[src/rtl/cpu_mem_bridge.sv]
// cpu_mem_bridge: round-robin bridge of CPU fetch and data ports onto one req/ack memory port.
// Define BRIDGE_IBUF_EN to add a one-entry fetch buffer in front of the memory port.

module cpu_mem_bridge #(
    parameter int WORD        = 64,
    parameter int INST_SIZE   = 32,
    parameter int ADDR_W      = 64,
    parameter int TIMEOUT_CYC = 255
) (
    input  logic                 clk,
    input  logic                 rst,
    input  logic                 i_req,
    input  logic [ADDR_W-1:0]    i_addr,
    output logic [INST_SIZE-1:0] i_rdata,
    output logic                 i_ack,
    input  logic                 d_req,
    input  logic                 d_we,
    input  logic [ADDR_W-1:0]    d_addr,
    input  logic [WORD-1:0]      d_wdata,
    output logic [WORD-1:0]      d_rdata,
    output logic                 d_ack,
    output logic                 stall,
    output logic                 m_req,
    output logic                 m_we,
    output logic                 m_sel,
    output logic [ADDR_W-1:0]    m_addr,
    output logic [WORD-1:0]      m_wdata,
    input  logic [WORD-1:0]      m_rdata,
    input  logic                 m_ack,
    output logic                 err
);

    localparam int OFF    = $clog2(WORD / 8);
    localparam int ILOG   = $clog2(INST_SIZE / 8);
    localparam int NLANES = WORD / INST_SIZE;
    localparam int LW     = (NLANES > 1) ? $clog2(NLANES) : 1;
    localparam int TW     = (TIMEOUT_CYC > 0) ? $clog2(TIMEOUT_CYC + 1) : 1;
    localparam logic [TW-1:0] TO_LAST = TW'((TIMEOUT_CYC > 0) ? TIMEOUT_CYC - 1 : 0);

    localparam logic [1:0] ST_IDLE = 2'd0;
    localparam logic [1:0] ST_BUSY = 2'd1;
    localparam logic [1:0] ST_RESP = 2'd2;
    localparam logic [1:0] ST_ERR  = 2'd3;

    logic [1:0]           r_state;
    logic                 r_prefData;
    logic                 r_sel;
    logic                 r_we;
    logic [ADDR_W-1:0]    r_addr;
    logic [WORD-1:0]      r_wdata;
    logic [LW-1:0]        r_lane;
    logic [INST_SIZE-1:0] r_iRdata;
    logic [WORD-1:0]      r_dRdata;
    logic [TW-1:0]        r_timeCnt;

    logic [ADDR_W-1:0]    w_fetchAddr;
    logic [LW-1:0]        w_fetchLane;
    logic [OFF-1:0]       w_unusedAddrLow;
    logic                 w_anyReq;
    logic                 w_grantData;
    logic                 w_timeout;

`ifdef BRIDGE_IBUF_EN
    logic                 r_bufValid;
    logic [ADDR_W-1:0]    r_bufTag;
    logic [WORD-1:0]      r_bufData;
    logic                 w_hit;

    assign w_hit = r_bufValid && (r_bufTag == w_fetchAddr);
`endif

    function automatic logic [INST_SIZE-1:0] laneOf(input logic [WORD-1:0] word,
                                                    input logic [LW-1:0] lane);
        return word[int'(lane) * INST_SIZE +: INST_SIZE];
    endfunction

    assign w_fetchAddr     = {i_addr[ADDR_W-1:OFF], {OFF{1'b0}}};
    assign w_unusedAddrLow = i_addr[OFF-1:0];

    generate
        if (NLANES > 1) begin : g_lane
            assign w_fetchLane = i_addr[OFF-1:ILOG];
        end else begin : g_noLane
            assign w_fetchLane = '0;
        end
    endgenerate

    // Priority pointer only moves on contested grants, so a lone requester never steals the turn.
    assign w_anyReq    = i_req | d_req;
    assign w_grantData = d_req & (~i_req | r_prefData);
    assign w_timeout   = (TIMEOUT_CYC != 0) && (r_timeCnt == TO_LAST);

    always_ff @(posedge clk or posedge rst) begin
        if (rst) begin
            r_state    <= ST_IDLE;
            r_prefData <= 1'b1;
            r_sel      <= 1'b0;
            r_we       <= 1'b0;
            r_addr     <= '0;
            r_wdata    <= '0;
            r_lane     <= '0;
            r_iRdata   <= '0;
            r_dRdata   <= '0;
            r_timeCnt  <= '0;
`ifdef BRIDGE_IBUF_EN
            r_bufValid <= 1'b0;
            r_bufTag   <= '0;
            r_bufData  <= '0;
`endif
        end else begin
            case (r_state)
                ST_IDLE: begin
                    if (w_anyReq) begin
                        r_timeCnt <= '0;
                        if (i_req && d_req) begin
                            r_prefData <= ~w_grantData;
                        end
                        if (w_grantData) begin
                            r_sel   <= 1'b1;
                            r_we    <= d_we;
                            r_addr  <= d_addr;
                            r_wdata <= d_wdata;
                            r_state <= ST_BUSY;
`ifdef BRIDGE_IBUF_EN
                            if (d_we && (d_addr == r_bufTag)) begin
                                r_bufValid <= 1'b0;
                            end
`endif
                        end else begin
                            r_sel   <= 1'b0;
                            r_we    <= 1'b0;
                            r_addr  <= w_fetchAddr;
                            r_wdata <= '0;
                            r_lane  <= w_fetchLane;
`ifdef BRIDGE_IBUF_EN
                            if (w_hit) begin
                                r_iRdata <= laneOf(r_bufData, w_fetchLane);
                                r_state  <= ST_RESP;
                            end else begin
                                r_state  <= ST_BUSY;
                            end
`else
                            r_state <= ST_BUSY;
`endif
                        end
                    end
                end
                ST_BUSY: begin
                    if (m_ack) begin
                        r_state <= ST_RESP;
                        if (r_sel) begin
                            if (!r_we) begin
                                r_dRdata <= m_rdata;
                            end
                        end else begin
                            r_iRdata <= laneOf(m_rdata, r_lane);
`ifdef BRIDGE_IBUF_EN
                            r_bufValid <= 1'b1;
                            r_bufTag   <= r_addr;
                            r_bufData  <= m_rdata;
`endif
                        end
                    end else if (w_timeout) begin
                        r_state <= ST_ERR;
                    end else begin
                        r_timeCnt <= r_timeCnt + 1'b1;
                    end
                end
                ST_RESP: r_state <= ST_IDLE;
                ST_ERR:  r_state <= ST_ERR;
                default: r_state <= ST_IDLE;
            endcase
        end
    end

    // Handshake outputs decode straight from state so an async reset drops m_req at once.
    assign m_req   = (r_state == ST_BUSY);
    assign m_we    = r_we;
    assign m_sel   = r_sel;
    assign m_addr  = r_addr;
    assign m_wdata = r_wdata;
    assign i_ack   = (r_state == ST_RESP) && !r_sel;
    assign d_ack   = (r_state == ST_RESP) && r_sel;
    assign i_rdata = r_iRdata;
    assign d_rdata = r_dRdata;
    assign err     = (r_state == ST_ERR);
    assign stall   = (i_req & ~i_ack) | (d_req & ~d_ack);

endmodule

[config.mk]
export PLATFORM = sky130hd
export DESIGN_NAME = cpu_mem_bridge
export DESIGN_NICKNAME = d
export VERILOG_FILES = /design/src/rtl/cpu_mem_bridge.sv
export SDC_FILE = /design/constraint.sdc
export NUM_CORES = 1
export LEC_CHECK = 0
export ABC_AREA = 1
export CAP_MARGIN = 15
export CORE_AREA = 2 2 194 196
export DETAILED_ROUTE_END_ITERATION = 10
export DIE_AREA = 0 0 196 198
export HOLD_SLACK_MARGIN = 0.12
export SYNTH_ARGS = -nofsm -noshare
export SYNTH_HDL_FRONTEND = slang
export SYNTH_SLANG_ARGS = --single-unit
export TNS_END_PERCENT = 10
[constraint.sdc]
create_clock -name clk -period 8.1 [get_ports clk]
set_input_delay 1.62 -clock clk [delete_from_list [all_inputs] [get_ports clk]]
set_output_delay 1.62 -clock clk [all_outputs]
set_load 0.01 [all_outputs]
; ---- After elaboration in Yosys (flattened, before gate mapping)
; Cells that the tools add are included.
; Widths: inputs -> output; s select.
[totals]
register_bits = 238
in_bits = 262
output_inout_bits = 231
word_cells = 57
[classes]
n_addsub = 1
eq_ne = 8
shifts = 1
mux = 12
bitwise_logic = 12
reduce_logical = 13
[ops]
columns = cell, count
row1 = $mux 64, 2
row2 = $shiftx 64x7->32, 1
row3 = $mux 8, 3
row4 = $pmux 8 s2, 1
row5 = $reduce_and 3->1, 3
row6 = $add 8x1->8 const B, 1
row7 = $eq 8x8->1 const B, 1
row8 = $pmux 2 s4, 1
row9 = $reduce_and 4->1, 2
row10 = $mux 2, 3
row11 = $ne 2x2->1 const B, 3
row12 = $not 1->1, 6
row13 = $eq 2x2->1 const B, 2
row14 = $reduce_and 2->1, 2
row15 = $and 1x1->1, 3
row16 = $logic_and 1x1->1, 3
row17 = $ne 3x1->1 const B, 1
row18 = $or 1x1->1, 3
row19 = $eq 2x1->1 const B, 1
row20 = $logic_not 2->1, 1
row21 = $mux 1, 2
row22 = $reduce_bool 2->1, 1
row23 = $logic_not 1->1, 1

; ---- Longest topological paths before layout
; Gate-level depths: netlist of the first run.
[logic_depth]
depth_word = 5
ltp_mapped = 9
ltp_nobuf = 9

; ---- Least setup slack after synthesis of the first run
; Ideal clock, no wire load.
[synth_timing]
kind = input -> output
start = in i_req
end = out stall
arrival_time_ns = 1.899
required_time_ns = 6.480
slack_ns = 4.581
path_stages = 2
path_cell_list = inv_1 o22ai_1
[synth_via]
elab_chain_cells = 2
[synth_rtl]
columns = element, line_no
row1 = "start, declared", 12  ; input logic i_req,
row2 = $and 1x1->1, 187  ; assign stall = (i_req & ~i_ack) | (d_req & ~d_ack);
row3 = $or 1x1->1, 187
row4 = "end, declared", 22  ; output logic stall,
; No other way between the ends.

; ---- Final worst setup path of the first run
; Ends and elaborated chain as after synthesis.

==> results.json, run 1 <==
{
  "drtPass1Iterations": 4,
  "vias": 8843,
  "antenna_found_initial": 3,
  "cts_resized": 0,
  "synthDistinctLibCells": 27,
  "hp-start": "r_timeCnt[7]$_DFFE_PP0P_",
  "crit_path_end_kind": "output pin",
  "worst_setup_path_start_kind": "input port",
  "rr_worst_depth": 6,
  "pin_count": 493,
  "timing.final.crit_share": 0.558,
  "overflow": 0,
  "start_util": 0.263,
  "tightest_slew_ns": 0.940,
  "fin_nets": 1756,
  "cp.arrival_ns": 2.90,
  "path_max_fanout": 3,
  "wl_met2_um": 16800,
  "drt-total-wl_um": 34600,
  "crit_buf_inv": 3,
  "setup_tns_ns": 0,
  "cpPeakStageDelay_ns": 0.56,
  "reg2reg_to": "d_rdata[38]$_DFFE_PP0P_",
  "grt_pass1_wl_um": 51300,
  "crit_type": "input port to output pin",
  "finalSetupViolCount": 0,
  "area_growth_pct": 63.5,
  "fin_worst_skew_ns": 0.0135,
  "cts.path.max_buffers": 3,
  "fin_crit_ns": 4.52,
  "dr_wl_met3_um": 3000,
  "yosys_warnings": 0,
  "numCtsBuffers": 27,
  "grt_max_degree": 123,
  "syn-mean-instance-area_um2": 9.50,
  "drv_cap": 0,
  "grt_pass1_vias": 8822,
  "synth_cells": 1024,
  "yosys.area.top_type_share": 0.610,
  "worstHoldPathCells": 2,
  "antennaDiodeCount": 0,
  "yosys.area.top_type": "dfrtp_1",
  "critPathRequiredTime_ns": 6.48,
  "hpwlAfterDp_um": 25500,
  "clk_pin_slew_ns": 0.05,
  "regArea_um2": 5960,
  "p_per_area_nw_per_um2": 162,
  "viasPerCell": 4.45,
  "grt.total_usage": 0.171,
  "grt_setup_unrepaired": "no",
  "routedLengthMet1_um": 13600,
  "dp_cells": 1937,
  "vdd_drop_max_mv": 0.125,
  "clk_latency_ns": 0.54,
  "ant_nets": 0,
  "crit_chain": "clkdlybuf4s50_1, inv_1, o22ai_1, clkdlybuf4s50_1",
  "max_slew_margin": 0.373,
  "timing.final.ws_setup_ns": 3.58,
  "finalHoldViolCount": 0,
  "cts_setup_buffers": 0,
  "worstReg2RegStart": "r_state[1]$_DFFE_PP0P_",
  "dieWidth_um": 196,
  "ctsHoldBuffers": 0,
  "timing.fmax_mhz": 221,
  "path_delay_family": "buffers and inverters",
  "synthFlopType": "dfrtp_1",
  "power.leakage_nw": 7.21,
  "synthArstFlopShare": 1.00,
  "multiInputGateArea_um2": 3180,
  "fp.dieH_um": 198,
  "slew_viol_final": 0,
  "core_region_area_um2": 37000,
  "wl_per_cell_um": 17.4,
  "clock_sinks": 238,
  "fin_cells": 1985,
  "htreeDepth": 1,
  "cts_tree": "yes",
  "fill_cells": 3604,
  "critPathSlowestCell": "clkdlybuf4s50_1",
  "row_count": 71,
  "drc": 0,
  "ff2ff_setup_slack_ns": 5.50,
  "root_buffer": "clkbuf_16",
  "ys_ff_latch": 238,
  "dieArea_um2": 38800,
  "drive_above_1_share": 0.0543,
  "synthTopCellsByArea": "dfrtp_1 (61%), nand2_1 (9.5%), a22o_1 (6.1%)",
  "synth_area_um2": 9730,
  "top_layer_used": "met5",
  "gp_congestion": 0.809,
  "status": "completed",
  "io_buffers": 490,
  "synth_edf_count": 0,
  "min_path_type": "register to register",
  "ys_seq_area_frac": 0.612,
  "dpl_worst_slack_ns": 3.60,
  "drtIter0Drc": 385,
  "cp_common_cell": "clkdlybuf4s50_1",
  "worstHoldEndpoint": "r_timeCnt[7]$_DFFE_PP0P_",
  "synth.net_count": 1288
}
-- power by group --
| group | internal [mW] | switching (mW) |
|---|---|---|
| Combinational | 0.115 | 0.0580 |
| Sequential | 1.19 | 0 |
| Clock | 0.721 | 0.499 |
-- worst register-to-register path, cell delays in order, from the launching register on --
cell and delay (ns):
dfrtp_1 0.43, nor2_4 0.26, nand2_2 0.14, nor3_4 0.12, buf_4 0.45, buf_4 0.76, o21ai_0 0.29
-- flip-flops by register name, indices dropped and copies added (netlist names) --
name        count
d_rdata        64
m_addr         64
m_wdata        64
i_rdata        32
r_timeCnt       8
r_state         2
m_sel           1
m_we            1
r_lane          1
r_prefData      1
-- final cells by class --
type                            instances  share of cell area
Sequential cell                       238               0.375
Clock buffer                           40              0.0487
Timing Repair Buffer                  501               0.314
Tap cell                              474              0.0373
Clock inverter                          8             0.00613
Multi-Input combinational cell        643               0.200
Inverter                               81              0.0193
-- Yosys cell counts (all sizes together), types with 2 or more instances --
| master | count |
|---|---|
| nor2 | 111 |
| o21ai | 40 |
| ha | 2 |
| a22o | 68 |
| a21oi | 97 |
| dfrtp | 237 |
| clkbuf | 21 |
| buf | 41 |
| nand3 | 69 |
| xor2 | 2 |
| nand2 | 248 |
| inv | 81 |
-- cell families after synthesis --
kind of cell,count (synthesis),share of synthesized area
adder cells (fa/ha/maj),2,0.00257
XOR/XNOR,3,0.00270
AND/OR/NAND/NOR,430,0.178
buffers and inverters,143,0.0633
flip-flops,238,0.612
AO/OA/AOI/OAI,208,0.142
-- metrics by stage --
step	hold slack (ns)	total power, mW	util	cell area [um2]
6_report	0.472	2.58	0.430	15900
5_1_grt	0.494	2.68	0.430	15900
4_1_cts	0.480	2.63	0.430	15900
3_5_place_dp	0.465	1.39	0.407	15000
3_3_place_gp	0.468	1.39	0.407	15000
2_1_floorplan	0.449	1.24	-	9730
-- layout by cell type, fill, tap and decap left out, types with 3 or more instances in the layout --
| cell | Yosys | final |
|---|---|---|
| a21oi_1 | 77 | 77 |
| a21oi_2 | 20 | 20 |
| a22o_1 | 68 | 68 |
| buf_4 | 7 | 10 |
| clkbuf_1 | 21 | 8 |
| clkbuf_16 | 0 | 27 |
| clkbuf_8 | 0 | 5 |
| clkdlybuf4s50_1 | 0 | 490 |
| clkinv_2 | 0 | 3 |
| clkinvlp_4 | 0 | 4 |
| dfrtp_1 | 237 | 236 |
| inv_1 | 79 | 78 |
| nand2_1 | 247 | 246 |
| nand3_1 | 69 | 69 |
| nor2_1 | 109 | 108 |
| nor2_4 | 2 | 3 |
| o21ai_0 | 32 | 32 |
| o21ai_1 | 8 | 8 |
-- worst max path at each step --
stage | depth (start not counted) | slack, ns | endpoint | start
finish | 4 | 3.58 | stall | i_req
global placement | 4 | 3.60 | stall | i_req
global route | 4 | 3.53 | stall | d_req
detailed placement | 4 | 3.60 | stall | i_req
CTS | 4 | 3.59 | stall | i_req
floorplan | 1 | 3.36 | d_rdata[0]$_DFFE_PP0P_ | rst
-- layer usage --
| metal | vias up | GRT usage |
|---|---|---|
| met1 | 4156 | 0.200 |
| met4 | 6 | 0.0589 |
| met3 | 57 | 0.0531 |
| met5 | - | 0 |
| met2 | 345 | 0.296 |
| li1 | 4279 | - |
Power figures use the tool's default switching activity.
==> inputs of run 2 (changes only) <==
Clock period 8.1 ns to 4.15 ns, I/O delays scaled along.
==> results.json, run 2 (same netlist as run 1, synthesis figures left out) <==
{
  "tightest_slew_ns": 0.822,
  "placed_cell_area_um2": 15200,
  "crit_start": "i_req",
  "wl_per_cell_um": 17.7,
  "worst_setup_path_start_kind": "input port",
  "slew_viol_final": 0,
  "io_buffers": 490,
  "regArea_um2": 5960,
  "drive_above_1_share": 0.0618,
  "cts_resized": 0,
  "critPathRequiredTime_ns": 3.32,
  "power.share.clock": 0.469,
  "vdd_drop_max_mv": 0.278,
  "power.leakage_nw": 7.29,
  "status": "completed",
  "crit_chain": "clkdlybuf4s50_1, inv_1, o22ai_1, clkdlybuf4s50_1",
  "cp.arrival_ns": 2.16,
  "finalHoldViolCount": 0,
  "fin_hold_ws_ns": 0.488,
  "ctsHoldBuffers": 0,
  "power_mw": 5.02,
  "fp.dieH_um": 198,
  "max_slew_margin": 0.451,
  "hp-start": "r_prefData$_DFFE_PP1P_",
  "cts.path.max_buffers": 3,
  "final_common_cell": "clkdlybuf4s50_1",
  "hpwlAfterDp_um": 26600,
  "p_per_area_nw_per_um2": 313,
  "multiInputGateArea_um2": 3180,
  "root_buffer": "clkbuf_16",
  "fin_worst_skew_ns": 0.0145,
  "grt_pass1_vias": 8840,
  "dieWidth_um": 196,
  "row_count": 71,
  "cp_common_cell": "clkdlybuf4s50_1",
  "finalSetupViolCount": 0,
  "crit_type": "input port to output pin",
  "timing.final.crit_share": 0.719,
  "cpPeakStageDelay_ns": 0.60,
  "switching_share": 0.218,
  "core_region_area_um2": 37000,
  "grt.total_usage": 0.176,
  "htreeDepth": 1,
  "power_switching_mw": 1.10,
  "dp_cells": 1946,
  "timing.fmax_mhz": 335,
  "vias": 8846,
  "clk_latency_ns": 0.55,
  "gp_congestion": 0.815,
  "intPower_mw": 3.93,
  "fin_crit_ns": 2.99,
  "drv_cap": 0,
  "design_area_um2": 16100,
  "combPwrFrac": 0.069,
  "fin_nets": 1766,
  "crit_path_end_kind": "output pin",
  "worstReg2RegStart": "r_state[1]$_DFFE_PP0P_",
  "area_growth_pct": 65.1,
  "start_util": 0.263,
  "drtPass1Iterations": 5,
  "final_cell_mix": "clkdlybuf4s50_1 (490), nand2_1 (246), dfrtp_1 (236)",
  "clk_pin_slew_ns": 0.06,
  "drt-total-wl_um": 35300,
  "antenna_found_initial": 3,
  "clock_sinks": 238,
  "min_path_type": "register to register",
  "setup_tns_ns": 0,
  "grt_setup_unrepaired": "no",
  "cts_tree": "yes",
  "path_max_fanout": 3,
  "numCtsBuffers": 28,
  "grt_max_degree": 113,
  "antennaDiodeCount": 0,
  "critPathSlowestCell": "clkdlybuf4s50_1",
  "drtIter0Drc": 324,
  "ant_nets": 0,
  "dieArea_um2": 38800,
  "grt_pass1_wl_um": 52900,
  "pin_count": 493,
  "p_seq_frac": 0.462,
  "overflow": 0,
  "drc": 0,
  "fin_cells": 1995,
  "fill_cells": 3627,
  "cts_setup_buffers": 0,
  "viasPerCell": 4.43
}
run 2: changes by cell type in the layout (fill, tap and decap cells not counted), moves of 2 or more:
cell / previous run / this run
buf_12: 1 / 7
buf_4: 10 / 13
bufinv_16: 2 / 0
clkbuf_1: 8 / 6
clkbuf_16: 27 / 29
clkinv_2: 3 / 5
run 2: path summary, 6_finish.rpt:
check	endpoint	slack, ns	cells past startpoint
hold / removal	r_prefData$_DFFE_PP1P_	0.49	1
hold reg to reg	r_prefData$_DFFE_PP1P_	0.49	1
setup reg to reg	r_timeCnt[6]$_DFFE_PP0P_	1.99	6
max in group asynchronous	m_wdata[34]$_DFFE_PP0P_	2.36	3
setup / recovery	stall	1.16	4
min in group asynchronous	d_rdata[14]$_DFFE_PP0P_	0.81	2
run 2: power by group through the flow:
stage	registers [mW]	logic, mW	clock network, mW
6_report	2.32	0.345	2.36
5_1_grt	2.32	0.375	2.53
4_1_cts	2.32	0.352	2.44
3_5_place_dp	2.36	0.350	0
3_3_place_gp	2.36	0.351	0
2_1_floorplan	2.36	0.0595	0
run 2: per-stage QoR:
stage | setup slack (ns) | utilization
6_report | 1.16 | 0.435
3_5_place_dp | 1.09 | 0.411
4_1_cts | 1.17 | 0.435
2_1_floorplan | 0.201 | -
5_1_grt | 1.14 | 0.435
3_3_place_gp | 1.14 | 0.411
run 2: layout make-up:
cell class | count | area share
Sequential cell | 238 | 0.371
Timing Repair Buffer | 510 | 0.320
Multi-Input combinational cell | 643 | 0.198
Clock buffer | 41 | 0.0517
Tap cell | 474 | 0.0369
Inverter | 81 | 0.0192
Clock inverter | 8 | 0.00304
run 2: metal layers:
metal | track usage | vias up | wire [um]
met5 | 0 | - | 41
li1 | - | 4287 | -
met2 | 0.304 | 339 | 17300
met3 | 0.0535 | 57 | 3080
met4 | 0.0592 | 6 | 1030
met1 | 0.210 | 4157 | 13900
run 2: worst max-delay path: cells and delay by family:
family,cells,cell delay (ns)
buf+inv,3,1.15
compound gates,1,0.18
